[src/rtl/glitch_seq_pkg.sv]
// Shared types, LFSR polynomial and the per-bit fault function for glitch_sequencer.
package glitch_seq_pkg;

  typedef enum logic [1:0] {
    REPLACE = 2'b00,
    FLIP    = 2'b01,
    RANDOM  = 2'b10,
    STUCK   = 2'b11
  } mode_e;

  typedef enum logic [2:0] {
    IDLE,
    ARMED,
    DELAY,
    GLITCH,
    DONE
  } state_e;

  localparam logic [31:0] LFSR_POLY = 32'h8020_0003;

  // All fault modes are bitwise, so this is evaluated lane by lane across any WIDTH.
  function automatic logic fault_word(input mode_e mode, input logic din, input logic value,
                                      input logic mask, input logic rnd, input logic hold);
    logic res;
    case (mode)
      REPLACE: res = mask ? value : din;
      FLIP:    res = din ^ mask;
      RANDOM:  res = mask ? rnd : din;
      default: res = mask ? hold : din;
    endcase
    return res;
  endfunction

endpackage

[src/rtl/glitch_lfsr.sv]
// 32-bit Galois LFSR (right-shifting) that free-runs whenever reset is low.
module glitch_lfsr
  import glitch_seq_pkg::*;
#(
  parameter logic [31:0] SEED = 32'hACE1_0001
) (
  input  logic        clk,
  input  logic        reset,
  output logic [31:0] q
);

  always_ff @(posedge clk or posedge reset) begin
    if (reset) q <= SEED;
    else       q <= (q >> 1) ^ (q[0] ? LFSR_POLY : 32'h0);
  end

endmodule

[src/rtl/glitch_sequencer.sv]
// Inline multi-channel fault injector: registered passthrough with an armed, delayed,
// timed glitch window. Define GLITCH_SEQ_REPEAT_EN for repeated windows per arm.
//
// state  | meaning
// IDLE   | passthrough, waiting for arm (config latched on arm)
// ARMED  | config frozen, waiting for trigger
// DELAY  | counting down delay_cfg cycles
// GLITCH | out register takes faulted data, counting down duration
// DONE   | one-cycle done pulse, then IDLE
module glitch_sequencer
  import glitch_seq_pkg::*;
#(
  parameter int          WIDTH     = 32,
  parameter int          N_CH      = 4,
  parameter int          CNT_W     = 16,
  parameter logic [31:0] LFSR_SEED = 32'hACE1_0001
) (
  input  logic                  clk,
  input  logic                  reset,
  input  logic [N_CH*WIDTH-1:0] in,
  output logic [N_CH*WIDTH-1:0] out,
  input  logic                  arm,
  input  logic                  trigger,
  input  logic                  abort,
  input  logic [CNT_W-1:0]      delay_cfg,
  input  logic [CNT_W-1:0]      duration_cfg,
  input  logic [1:0]            mode_cfg,
  input  logic [WIDTH-1:0]      value_cfg,
  input  logic [WIDTH-1:0]      mask_cfg,
  input  logic [N_CH-1:0]       ch_sel_cfg,
`ifdef GLITCH_SEQ_REPEAT_EN
  input  logic [7:0]            repeat_cfg,
`endif
  output logic                  busy,
  output logic                  glitch_active,
  output logic                  done
);

  state_e             state, state_nxt;
  logic [CNT_W-1:0]   cnt, cnt_nxt;
  logic [CNT_W-1:0]   delay_l, duration_l;
  mode_e              mode_l;
  logic [WIDTH-1:0]   value_l, mask_l;
  logic [N_CH-1:0]    ch_sel_l;
  logic [31:0]        lfsr_q;
  logic [WIDTH-1:0]   lfsr_w;
  logic [N_CH*WIDTH-1:0] rnd_all, out_nxt;
  logic               fire, latch_cfg;
`ifdef GLITCH_SEQ_REPEAT_EN
  logic [7:0]         rep_left, rep_left_nxt;
`endif

  glitch_lfsr #(.SEED(LFSR_SEED)) u_lfsr (
    .clk   (clk),
    .reset (reset),
    .q     (lfsr_q)
  );

  // Replicate or truncate the LFSR word, then rotate per channel so channels differ.
  always_comb begin
    lfsr_w = '0;
    for (int i = 0; i < WIDTH; i++) lfsr_w[i] = lfsr_q[i % 32];
  end

  for (genvar k = 0; k < N_CH; k++) begin : g_rot
    localparam int ROT = (k * 7) % WIDTH;
    assign rnd_all[k*WIDTH +: WIDTH] = (lfsr_w << ROT) | (lfsr_w >> (WIDTH - ROT));
  end

  assign fire      = (state == GLITCH) && !abort;
  assign latch_cfg = (state == IDLE) && arm && !abort;

  // STUCK holds masked bits by feeding the out register back into itself.
  always_comb begin
    out_nxt = in;
    for (int k = 0; k < N_CH; k++) begin
      for (int b = 0; b < WIDTH; b++) begin
        if (fire && ch_sel_l[k])
          out_nxt[k*WIDTH+b] = fault_word(mode_l, in[k*WIDTH+b], value_l[b], mask_l[b],
                                          rnd_all[k*WIDTH+b], out[k*WIDTH+b]);
      end
    end
  end

  always_comb begin
    state_nxt = state;
    cnt_nxt   = cnt;
`ifdef GLITCH_SEQ_REPEAT_EN
    rep_left_nxt = rep_left;
`endif
    if (abort) begin
      state_nxt = IDLE;
    end else begin
      case (state)
        IDLE: if (arm) state_nxt = ARMED;
        ARMED: begin
          if (trigger) begin
            if (delay_l != '0) begin
              state_nxt = DELAY;
              cnt_nxt   = delay_l;
            end else if (duration_l != '0) begin
              state_nxt = GLITCH;
              cnt_nxt   = duration_l;
            end else begin
              state_nxt = DONE;
            end
          end
        end
        DELAY: begin
          if (cnt == CNT_W'(1)) begin
            if (duration_l != '0) begin
              state_nxt = GLITCH;
              cnt_nxt   = duration_l;
            end else begin
              state_nxt = DONE;
            end
          end else begin
            cnt_nxt = cnt - CNT_W'(1);
          end
        end
        GLITCH: begin
          if (cnt == CNT_W'(1)) begin
`ifdef GLITCH_SEQ_REPEAT_EN
            if (rep_left != 8'd0) begin
              rep_left_nxt = rep_left - 8'd1;
              if (delay_l != '0) begin
                state_nxt = DELAY;
                cnt_nxt   = delay_l;
              end else begin
                state_nxt = GLITCH;
                cnt_nxt   = duration_l;
              end
            end else begin
              state_nxt = DONE;
            end
`else
            state_nxt = DONE;
`endif
          end else begin
            cnt_nxt = cnt - CNT_W'(1);
          end
        end
        DONE:    state_nxt = IDLE;
        default: state_nxt = IDLE;
      endcase
    end
  end

  always_ff @(posedge clk or posedge reset) begin
    if (reset) begin
      state         <= IDLE;
      cnt           <= '0;
      delay_l       <= '0;
      duration_l    <= '0;
      mode_l        <= REPLACE;
      value_l       <= '0;
      mask_l        <= '0;
      ch_sel_l      <= '0;
      out           <= '0;
      busy          <= 1'b0;
      glitch_active <= 1'b0;
      done          <= 1'b0;
`ifdef GLITCH_SEQ_REPEAT_EN
      rep_left      <= 8'd0;
`endif
    end else begin
      state         <= state_nxt;
      cnt           <= cnt_nxt;
      out           <= out_nxt;
      busy          <= (state_nxt == ARMED) || (state_nxt == DELAY) || (state_nxt == GLITCH);
      glitch_active <= fire;
      done          <= (state == DONE) && !abort;
`ifdef GLITCH_SEQ_REPEAT_EN
      rep_left      <= latch_cfg ? repeat_cfg : rep_left_nxt;
`endif
      if (latch_cfg) begin
        delay_l    <= delay_cfg;
        duration_l <= duration_cfg;
        mode_l     <= mode_e'(mode_cfg);
        value_l    <= value_cfg;
        mask_l     <= mask_cfg;
        ch_sel_l   <= ch_sel_cfg;
      end
    end
  end

endmodule

[config.mk]
export PLATFORM = sky130hd
export DESIGN_NAME = glitch_sequencer
export DESIGN_NICKNAME = d
export VERILOG_FILES = /design/src/rtl/glitch_seq_pkg.sv /design/src/rtl/glitch_lfsr.sv /design/src/rtl/glitch_sequencer.sv
export SDC_FILE = /design/constraint.sdc
export NUM_CORES = 1
export LEC_CHECK = 0
export BUFFER_PORTS_ARGS = -buffer_cell sky130_fd_sc_hd__buf_4
export CAP_MARGIN = 25
export CORE_UTILIZATION = 50
export DETAILED_ROUTE_END_ITERATION = 16
export PLACE_DENSITY = 0.77
export SYNTH_ARGS = -nofsm -noshare
export SYNTH_HDL_FRONTEND = slang
export SYNTH_HIERARCHICAL = 1
export SYNTH_SLANG_ARGS = --single-unit
[constraint.sdc]
create_clock -name clk -period 9 [get_ports clk]
set_input_delay 1.35 -clock clk [delete_from_list [all_inputs] [get_ports clk]]
set_output_delay 1.35 -clock clk [all_outputs]
set_load 0.1 [all_outputs]
# Word-level counts from Yosys, hierarchy flattened
# Index checks and enable logic that the tools add are counted.
word_totals:
  out_inout_bits: 131
  input_bits: 235
  regBits: 284
  elab_cells: 1086
classes:
  addsub: 1
  bitwise_logic: 133
  eq_ne: 140
  n_reduce_logical: 17
  n_mux: 655
op_table:
  columns: ["cell", "n"]
  rows:
  - ["inequality test 5 x 2 -> 1 bit (second input constant)", 128]
  - ["2-to-1 mux 1 bit", 512]
  - ["case mux 1 bit (3 select lines)", 128]
  - ["XOR 1 bit", 128]
  - ["2-to-1 mux 16 bit", 5]
  - ["case mux 16 bit (3 select lines)", 1]
  - ["2-to-1 mux 32 bit", 1]
  - ["OR 32 x 14 -> 32 bit", 1]
  - ["OR 32 x 21 -> 32 bit", 1]
  - ["OR 32 x 7 -> 32 bit", 1]
  - ["nonzero test 16 bit", 2]
  - ["XOR 31 x 32 -> 32 bit", 1]
  - ["2-to-1 mux 3 bit", 7]
  - ["== test 16 x 1 -> 1 bit (second input constant)", 1]
  - ["subtractor 16 x 1 -> 16 bit (second input constant)", 1]
  - ["== test 3 x 2 -> 1 bit (second input constant)", 4]
  - ["case mux 3 bit (4 select lines)", 1]
  - ["logical AND 1 bit", 8]
  - ["== test 3 x 1 -> 1 bit (second input constant)", 2]
  - ["inequality test 2 bit (second input constant)", 2]
  - ["AND reduction 4 bit", 1]
  - ["== test 3 bit (second input constant)", 1]
  - ["zero test 3 bit", 1]
  - ["nonzero test 3 bit", 1]
  - ["other kinds (6)", 7]

# Logic depth before layout (Yosys ltp)
# Gate-level depths: netlist of run 1.
depth:
  ltp_word: 9
  ltp_mapped: 11
  depth_no_buf: 7

# Modules after synthesis
# The synthesis of run 1 kept the hierarchy.
modules_own_cells:
  columns: ["module", "seq_area_each_um2", "area_per_inst_um2", "cells_each", "instances"]
  rows:
  - ["glitch_sequencer", 6306.0, 15746.4, 1724, 1]
  - ["glitch_lfsr", 812.0, 842.1, 36, 1]

# Worst setup path before layout of run 1
# No wires, ideal clock.
synth_timing:
  kind: "input to register"
  start: "in abort"
  end: "reg out[92]"
  setup_ns: 0.126
  arrival_time_ns: 2.599
  cell_stages: 6
  n_path_buf: 2
  t_required_ns: 8.874
  slack_ns: 6.275
  path_cell_list: "nor4bb_1 clkbuf_1 and2_1 buf_2 o21ai_0 o32a_1"
synth_between:
  elab_chain_len: 4
  elab_cells_between_ends: 5
  classes_between: "eq/ne (1); mux (1); reduce/logical (3)"
synth_rtl:
  columns: ["element", "line", "rtl"]
  rows:
  - ["from (decl)", "glitch_sequencer.sv:24", "input logic abort,"]
  - ["zero test 1 bit *", "glitch_sequencer.sv:70", "assign fire = (state == GLITCH) && !abort;"]
  - ["logical AND 1 bit *", "glitch_sequencer.sv:70", null]
  - ["via fire", "glitch_sequencer.sv:48", "logic fire, latch_cfg;"]
  - ["logical AND 1 bit *", "glitch_sequencer.sv:78", "if (fire && ch_sel_l[k])"]
  - ["inequality test 5 x 2 -> 1 bit (no source line) / 2-to-1 mux 1 bit (equally long branches)", null, null]
  - ["to (signal assigned)", "glitch_sequencer.sv:169", "out <= out_nxt;"]
  - ["to (decl)", "glitch_sequencer.sv:21", "output logic [N_CH*WIDTH-1:0] out,"]
# The timed path passes the listed nets; every way through them passes the cells marked *.
# A chain may end at the register's enable or synchronous reset.

# Worst setup path after layout of run 1
layout_timing:
  start: "reg mode_l[1]"
  end: "reg out[11]"
layout_between:
  elab_chain_len: 3
  elab_cells_between_ends: 6
  classes_between: "eq/ne (3); mux (2); reduce/logical (1)"
layout_rtl:
  columns: ["element", "line", "rtl"]
  rows:
  - ["from (decl)", "glitch_sequencer.sv:42", "mode_e mode_l;"]
  - ["from (signal assigned)", "glitch_sequencer.sv:179", "mode_l <= mode_e'(mode_cfg);"]
  - ["== test 2 bit, or another cell as far along", "glitch_seq_pkg.sv:25", "case (mode)"]
  - ["case mux 1 bit (3 select lines)", "glitch_seq_pkg.sv:25", null]
  - ["2-to-1 mux 1 bit", "glitch_sequencer.sv:78", null]
# Several ways; a longest one is shown, not always the timed one.

==> results of run 1 <==
## report_power, final
part | leakage, nW | internal [W] | total (W) | switching, W
Clock | 0.605 | 0.000932 | 0.00150 | 0.000572
Combinational | 4.77 | 0.000761 | 0.00218 | 0.00142
Sequential | 3.39 | 0.00146 | 0.00174 | 0.000284
Total | 8.76 | 0.00315 | 0.00542 | 0.00227
## kinds of logic (layout without fill, tap and decap cells)
| logic type | Yosys count | in the layout |
|---|---|---|
| other | 0 | 5 |
| xor gates and xnor gates | 6 | 6 |
| AOI/OAI and AO/OA | 661 | 661 |
| and+or+nand+nor | 457 | 457 |
| DFF | 284 | 284 |
| muxes | 151 | 151 |
| buffers and inverters | 195 | 477 |
| adders and majority gates | 6 | 6 |
## cell usage after synthesis (all sizes together) (5+ instances only)
cell type	count
nor3	10
a31oi	15
a21oi	195
nand2	88
clkbuf	115
a41oi	86
buf	47
nand2b	88
and2	32
dfstp	9
nor2	174
o2bb2ai	12
nor4	14
o32a	22
a2bb2oi	100
a221oi	36
nor3b	23
o21ai	38
mux2	150
a21o	9
a22oi	19
or3	5
a21boi	6
inv	33
dfrtp	275
o22ai	100
ha	6
## sequential cells by signal, summed over array words and instances, names as in the netlist
signal,cells
duration_l,16
out,128
state,3
delay_l,16
glitch_active,1
ch_sel_l,4
u_lfsr/q,32
value_l,32
mode_l,2
done,1
busy,1
mask_l,32
cnt,16
## per-stage QoR
step / hold WS, ns / cells / area (sq um) / power (W) / setup slack [ns]
floorplan: 0.359 / 1760 / 16600 / 0.00325 / 0.722
global placement: 0.383 / 2419 / 19400 / 0.00381 / 5.21
detailed placement: 0.381 / 2419 / 19400 / 0.00386 / 5.14
CTS: 0.393 / 2482 / 20700 / 0.00537 / 5.41
global route: 0.402 / 2485 / 20700 / 0.00565 / 5.15
finish: 0.394 / 2489 / 20700 / 0.00542 / 5.30
## layout make-up
type | count | area [sq um]
antenna | 5 | 12.5
clock buffer | 51 | 1060
inverter | 33 | 131
multi-input combinational | 1281 | 8780
fill | 2715 | 11900
sequential | 284 | 7120
tap | 442 | 553
clock inverter | 12 | 166
timing repair buffer | 381 | 2900
## per-layer routing
layer  global-route usage [%]  part of all wire [%]  up-vias
met5                        0                 0.047        -
met4                     17.1                   4.5        4
met3                     10.1                    13      180
met2                     55.1                    45     1194
met1                     48.2                    38     8197
li1                         -                     -     7177
## worst paths after layout
path                                              from                     end  slack [ns]  cells past startpoint
worst max-delay path             mode_l[1]$_DFFE_PP0P_     out[11]$_DFFE_PP0P_        5.30                      9
worst min-delay path            u_lfsr/q[23]$_DFF_PP1_  u_lfsr/q[22]$_DFF_PP1_        0.39                      0
worst max register to register   mode_l[1]$_DFFE_PP0P_     out[11]$_DFFE_PP0P_        5.30                      9
worst min register to register  u_lfsr/q[23]$_DFF_PP1_  u_lfsr/q[22]$_DFF_PP1_        0.39                      0
max in group asynchronous                        reset   mask_l[3]$_DFFE_PP0P_        6.58                      4
min in group asynchronous                        reset  mask_l[31]$_DFFE_PP0P_        0.78                      2
## worst max-delay path, cell delays in order, from the launching register on
cell	delay (ns)
dfrtp_1	0.44
inv_1	0.14
ha_2	0.22
buf_4	0.70
or3_4	0.60
buf_4	0.70
a21oi_1	0.16
a41oi_1	0.26
o22ai_1	0.13
a2bb2oi_1	0.19
## cells in the final DEF, fill, tap and decap left out, types with 5 or more instances in the layout
master	n
buf_4	379
dfrtp_1	275
a21oi_1	195
nor2_1	173
mux2_1	100
o22ai_1	100
a2bb2oi_1	100
nand2b_1	88
a41oi_1	86
nand2_1	84
mux2_2	50
clkbuf_16	37
a221oi_1	36
inv_1	31
and2_1	28
o21ai_1	25
nor3b_1	23
o32a_1	22
a22oi_1	19
a31oi_1	15
o21ai_0	13
o2bb2ai_1	12
nor4_1	11
nor3_1	10
dfstp_2	9
a21o_1	8
clkbuf_8	8
a21boi_0	6
clkbuf_1	6
clkinv_2	6
diode_2	5
==> flow_summary.toml, run 1 <==
[sta]
setup_viol = 0
max_freq_ghz = 0.270
skew_ns = 0.0132
post-route-min-period_ns = 3.70
tns_ns = 0
tightest_slew_ns = 1.22
rsz0062_at_grt = "false"
hold_violations = 0
final-max-slew-violation-count = 0
post-route-period-util_pct = 41.1
relSlewSlack_pct = 18.6

[critical_path]
start_kind = "register"
cp_max_fo = 64
crit_type = "register to register"
worstPathArrival_ns = 4.13
end_kind = "register"
required_ns = 9.44

[finish]
area_delta_synth_final_pct = 24.9
drive_gt1_share_pct = 25.5
final_nets = 2257
utilization_pct = 63.5

[floorplan]
die_x_microns = 184
die-area_sq_um = 33900
die_y_microns = 184
row_count = 66
start_util_pct = 50.9
core_area_sq_um = 32600
pin_count = 366

[synth]
syn_area_per_cell_sq_um = 9.43
synth_top_area_share_pct = 41.5
ys_ff_latch = 284
synth_edf_count = 0
synth_compound_area_share_pct = 27.8
synth_xor_area_share_pct = 0.317
postSynthCellCount = 1760
synth_warnings = 6
synth_seq_area_share_pct = 42.9
async_reset_ff_share_pct = 100
synth_top_area_cell = "dfrtp_1"
yosys.area_share.simple_pct = 13.7
synthMuxAreaShare_pct = 10.2
yosys.area_share.adder_pct = 0.453
ys_types = 57
synthesis.area_sq_um = 16600
synth_top_family_by_area = "compound AO/OA/AOI/OAI gates"
synthFlopType = "dfrtp_1"
synth_nets = 2001
synth.area.top_cells = "dfrtp_1 41%, mux2_1 6.8%, a21oi_1 5.9%"

[global_route]
grt_pass1_vias = 15600
grt_pass1_wl_microns = 93000
grtUsageTotal_pct = 36.4
antenna_found_initial = 5
gr-total-overflow = 0
grt_max_degree = 128

[detailed_routing]
first_pass_iters = 6
wl_per_cell_microns = 25.5
drt_iter0_markers = 2060
wl_microns = 63400
ant_nets = 0
vias = 16800
drc = 0
viasPerCell = 6.73

[clock_tree]
cts_max_level = 2
cts_root_buf = "clkbuf_16"
cts-buffers-inserted = 35
clock-sinks = 284
clk_latency_ns = 0.52
cts.clk_slew.worst_paths_ns = 0.07
post-cts-setup-buffers = 0
hold_buffers = 0
clockBufferDepth = 3
cts_resized = 0
cts_tree = "yes"

[pwr]
power.density_nw_per_um2 = 262
leakagePower_nw = 8.76
ir_drop_mv = 0.249

[flow_run]
maxCapViolCount = 0

[placed_design]
gp_congestion = 0.926
dp_hpwl_microns = 41600
portBuffers = 365

[worst_hold_path]
hold_class = "register to register"

[outcome]
status = "completed"
Power figures use the tool's default switching activity.
==> run 2: changes to the inputs <==
- ABC_AREA: not set -> 1
- clock period: 9 -> 3.8 ns (I/O delays scaled with it)
==> flow_summary.toml, run 2 <==
[synth]
synth_nets = 3018
synth_common_cells = "685 x nand2_1, 511 x nor2_1, 355 x a21oi_1, 275 x dfrtp_1, 197 x inv_1"
synth_most_common_cell = "nand2_1"
ys_types = 34
synthMuxAreaShare_pct = 2.45
synth_top_area_cell = "dfrtp_1"
synthesis.area_sq_um = 18400
ys_ff_latch = 284
syn_area_per_cell_sq_um = 6.63
async_reset_ff_share_pct = 100
yosys.area_share.adder_pct = 0.408
synth_seq_area_share_pct = 38.7
synth.area.top_cells = "dfrtp_1 37%, nand2_1 14%, nor2_1 10%"
synth_xor_area_share_pct = 0.476
postSynthCellCount = 2777
synth_top_area_share_pct = 37.4
synth_top_family_by_area = "simple AND/OR/NAND/NOR gates"
yosys.area_share.simple_pct = 33.0
synth_warnings = 6
synthFlopType = "dfrtp_1"
synth_compound_area_share_pct = 17.4
synth_edf_count = 0

[detailed_routing]
wl_per_cell_microns = 20.3
first_pass_iters = 5
viasPerCell = 5.89
wl_microns = 72200
drt_iter0_markers = 1962
vias = 21000
drc = 0
ant_nets = 0

[sta]
max_freq_ghz = 0.365
post-route-min-period_ns = 2.74
relSlewSlack_pct = 38.5
setup_viol = 0
hold_violations = 0
skew_ns = 0.0316
final-max-slew-violation-count = 0
rsz0062_at_grt = "false"
layout_setup_ws_ns = 1.06
post-route-period-util_pct = 72.1
tightest_slew_ns = 0.923

[clock_tree]
clk_latency_ns = 0.55
cts_root_buf = "clkbuf_16"
hold_buffers = 0
cts_resized = 0
cts-buffers-inserted = 35
cts_max_level = 2
cts_tree = "yes"
cts.clk_slew.worst_paths_ns = 0.06
clockBufferDepth = 3
post-cts-setup-buffers = 0
clock-sinks = 284

[outcome]
status = "completed"

[floorplan]
die-area_sq_um = 37600
core_area_sq_um = 35900
row_count = 69
die_y_microns = 194
die_x_microns = 194
start_util_pct = 51.3
pin_count = 366

[placed_design]
post-place-ws_ns = 1.13
portBuffers = 365
gp_congestion = 0.976
dp_hpwl_microns = 50100

[global_route]
grt_max_degree = 120
grt_pass1_wl_microns = 111000
gr-total-overflow = 0
grt_pass1_vias = 20200
antenna_found_initial = 6
grtUsageTotal_pct = 38.0

[critical_path]
cp_max_fo = 48
start_kind = "register"
end_kind = "register"
worstPathArrival_ns = 3.20
required_ns = 4.26
crit_type = "register to register"

[finish]
area_delta_synth_final_pct = 23.1
drive_gt1_share_pct = 19.5
top_register = "out"
final_cell_mix = "684 x nand2_1, 511 x nor2_1, 389 x buf_4, 355 x a21oi_1, 275 x dfrtp_1"
utilization_pct = 63.1
layout.cells.most_common = "nand2_1"
largest_reg_flops = 128
final_nets = 3317

[pwr]
power.density_nw_per_um2 = 539
leakagePower_nw = 10.6
ir_drop_mv = 0.397

[worst_hold_path]
hold_class = "input pin to async pin"

[flow_run]
maxCapViolCount = 0
## run 2: through the flow
step / TNS [ns] / instances / total power, W / hold slack [ns] / area (sq um)
6_report: 0 / 3567 / 0.0122 / 0.194 / 22700
4_1_cts: 0 / 3563 / 0.0121 / 0.194 / 22600
2_1_floorplan: -21.59 / 2777 / 0.00731 / 0.374 / 18400
3_3_place_gp: 0 / 3500 / 0.00855 / 0.448 / 21500
3_5_place_dp: 0 / 3500 / 0.00868 / 0.462 / 21500
5_1_grt: 0 / 3566 / 0.0128 / 0.241 / 22700
## run 2: final timing paths
check	cells after the start	slack [ns]	from	endpoint
hold reg to reg	0	0.46	u_lfsr/q[27]$_DFF_PP1_	u_lfsr/q[26]$_DFF_PP1_
max in group asynchronous	3	2.85	reset	u_lfsr/q[0]$_DFF_PP1_
min in group clk	2	0.26	value_cfg[28]	value_l[28]$_DFFE_PP0P_
setup / recovery	10	1.06	mode_l[0]$_DFFE_PP0P_	out[70]$_DFFE_PP0P_
hold / removal	2	0.19	reset	u_lfsr/q[2]$_DFF_PP0_
setup reg to reg	10	1.06	mode_l[0]$_DFFE_PP0P_	out[70]$_DFFE_PP0P_
## run 2: where the power goes
part / switching (W) / internal, W
Combinational: 0.00329 / 0.00138
Clock: 0.00137 / 0.00208
Sequential: 0.000567 / 0.00353
## run 2: critical path, cell delays in order, from the launching register on
cell and delay [ns]:
dfrtp_1 0.40, inv_1 0.12, ha_2 0.19, buf_4 0.52, inv_2 0.52, buf_12 0.36
a21oi_1 0.14, nor3_1 0.06, nand2_1 0.07, o21ai_0 0.08, o21ai_0 0.17
## run 2: area by class of cell
| class | count | area [sq um] |
|---|---|---|
| antenna | 4 | 10.0 |
| clock buffer | 58 | 1120 |
| clock inverter | 5 | 65.1 |
| fill | 3324 | 13300 |
| inverter | 215 | 812 |
| multi-input combinational | 2145 | 9910 |
| sequential | 284 | 7120 |
| tap | 461 | 577 |
| timing repair buffer | 395 | 3040 |
## run 2: cell families (layout without fill, tap and decap cells)
family                   Yosys count  in the layout
AO/OA/AOI/OAI                    609            609
XOR/XNOR                          10             10
adder cells (fa/ha/maj)            6              6
buffers and inverters            348            673
flip-flops                       284            284
multiplexers                      40             40
other                              0              4
AND/OR/NAND/NOR                 1480           1480
## run 2: routing by layer
layer / part of all wire (%) / global-route usage, % / wire length (microns) / vias to the layer above
met4: 7.5 / 26.9 / 5450 / 4
met1: 35 / 44.4 / 25200 / 9635
li1: - / - / - / 9634
met2: 44 / 59.2 / 31900 / 1393
met5: 0.042 / 0 / 30 / -
met3: 13 / 12.3 / 9670 / 338
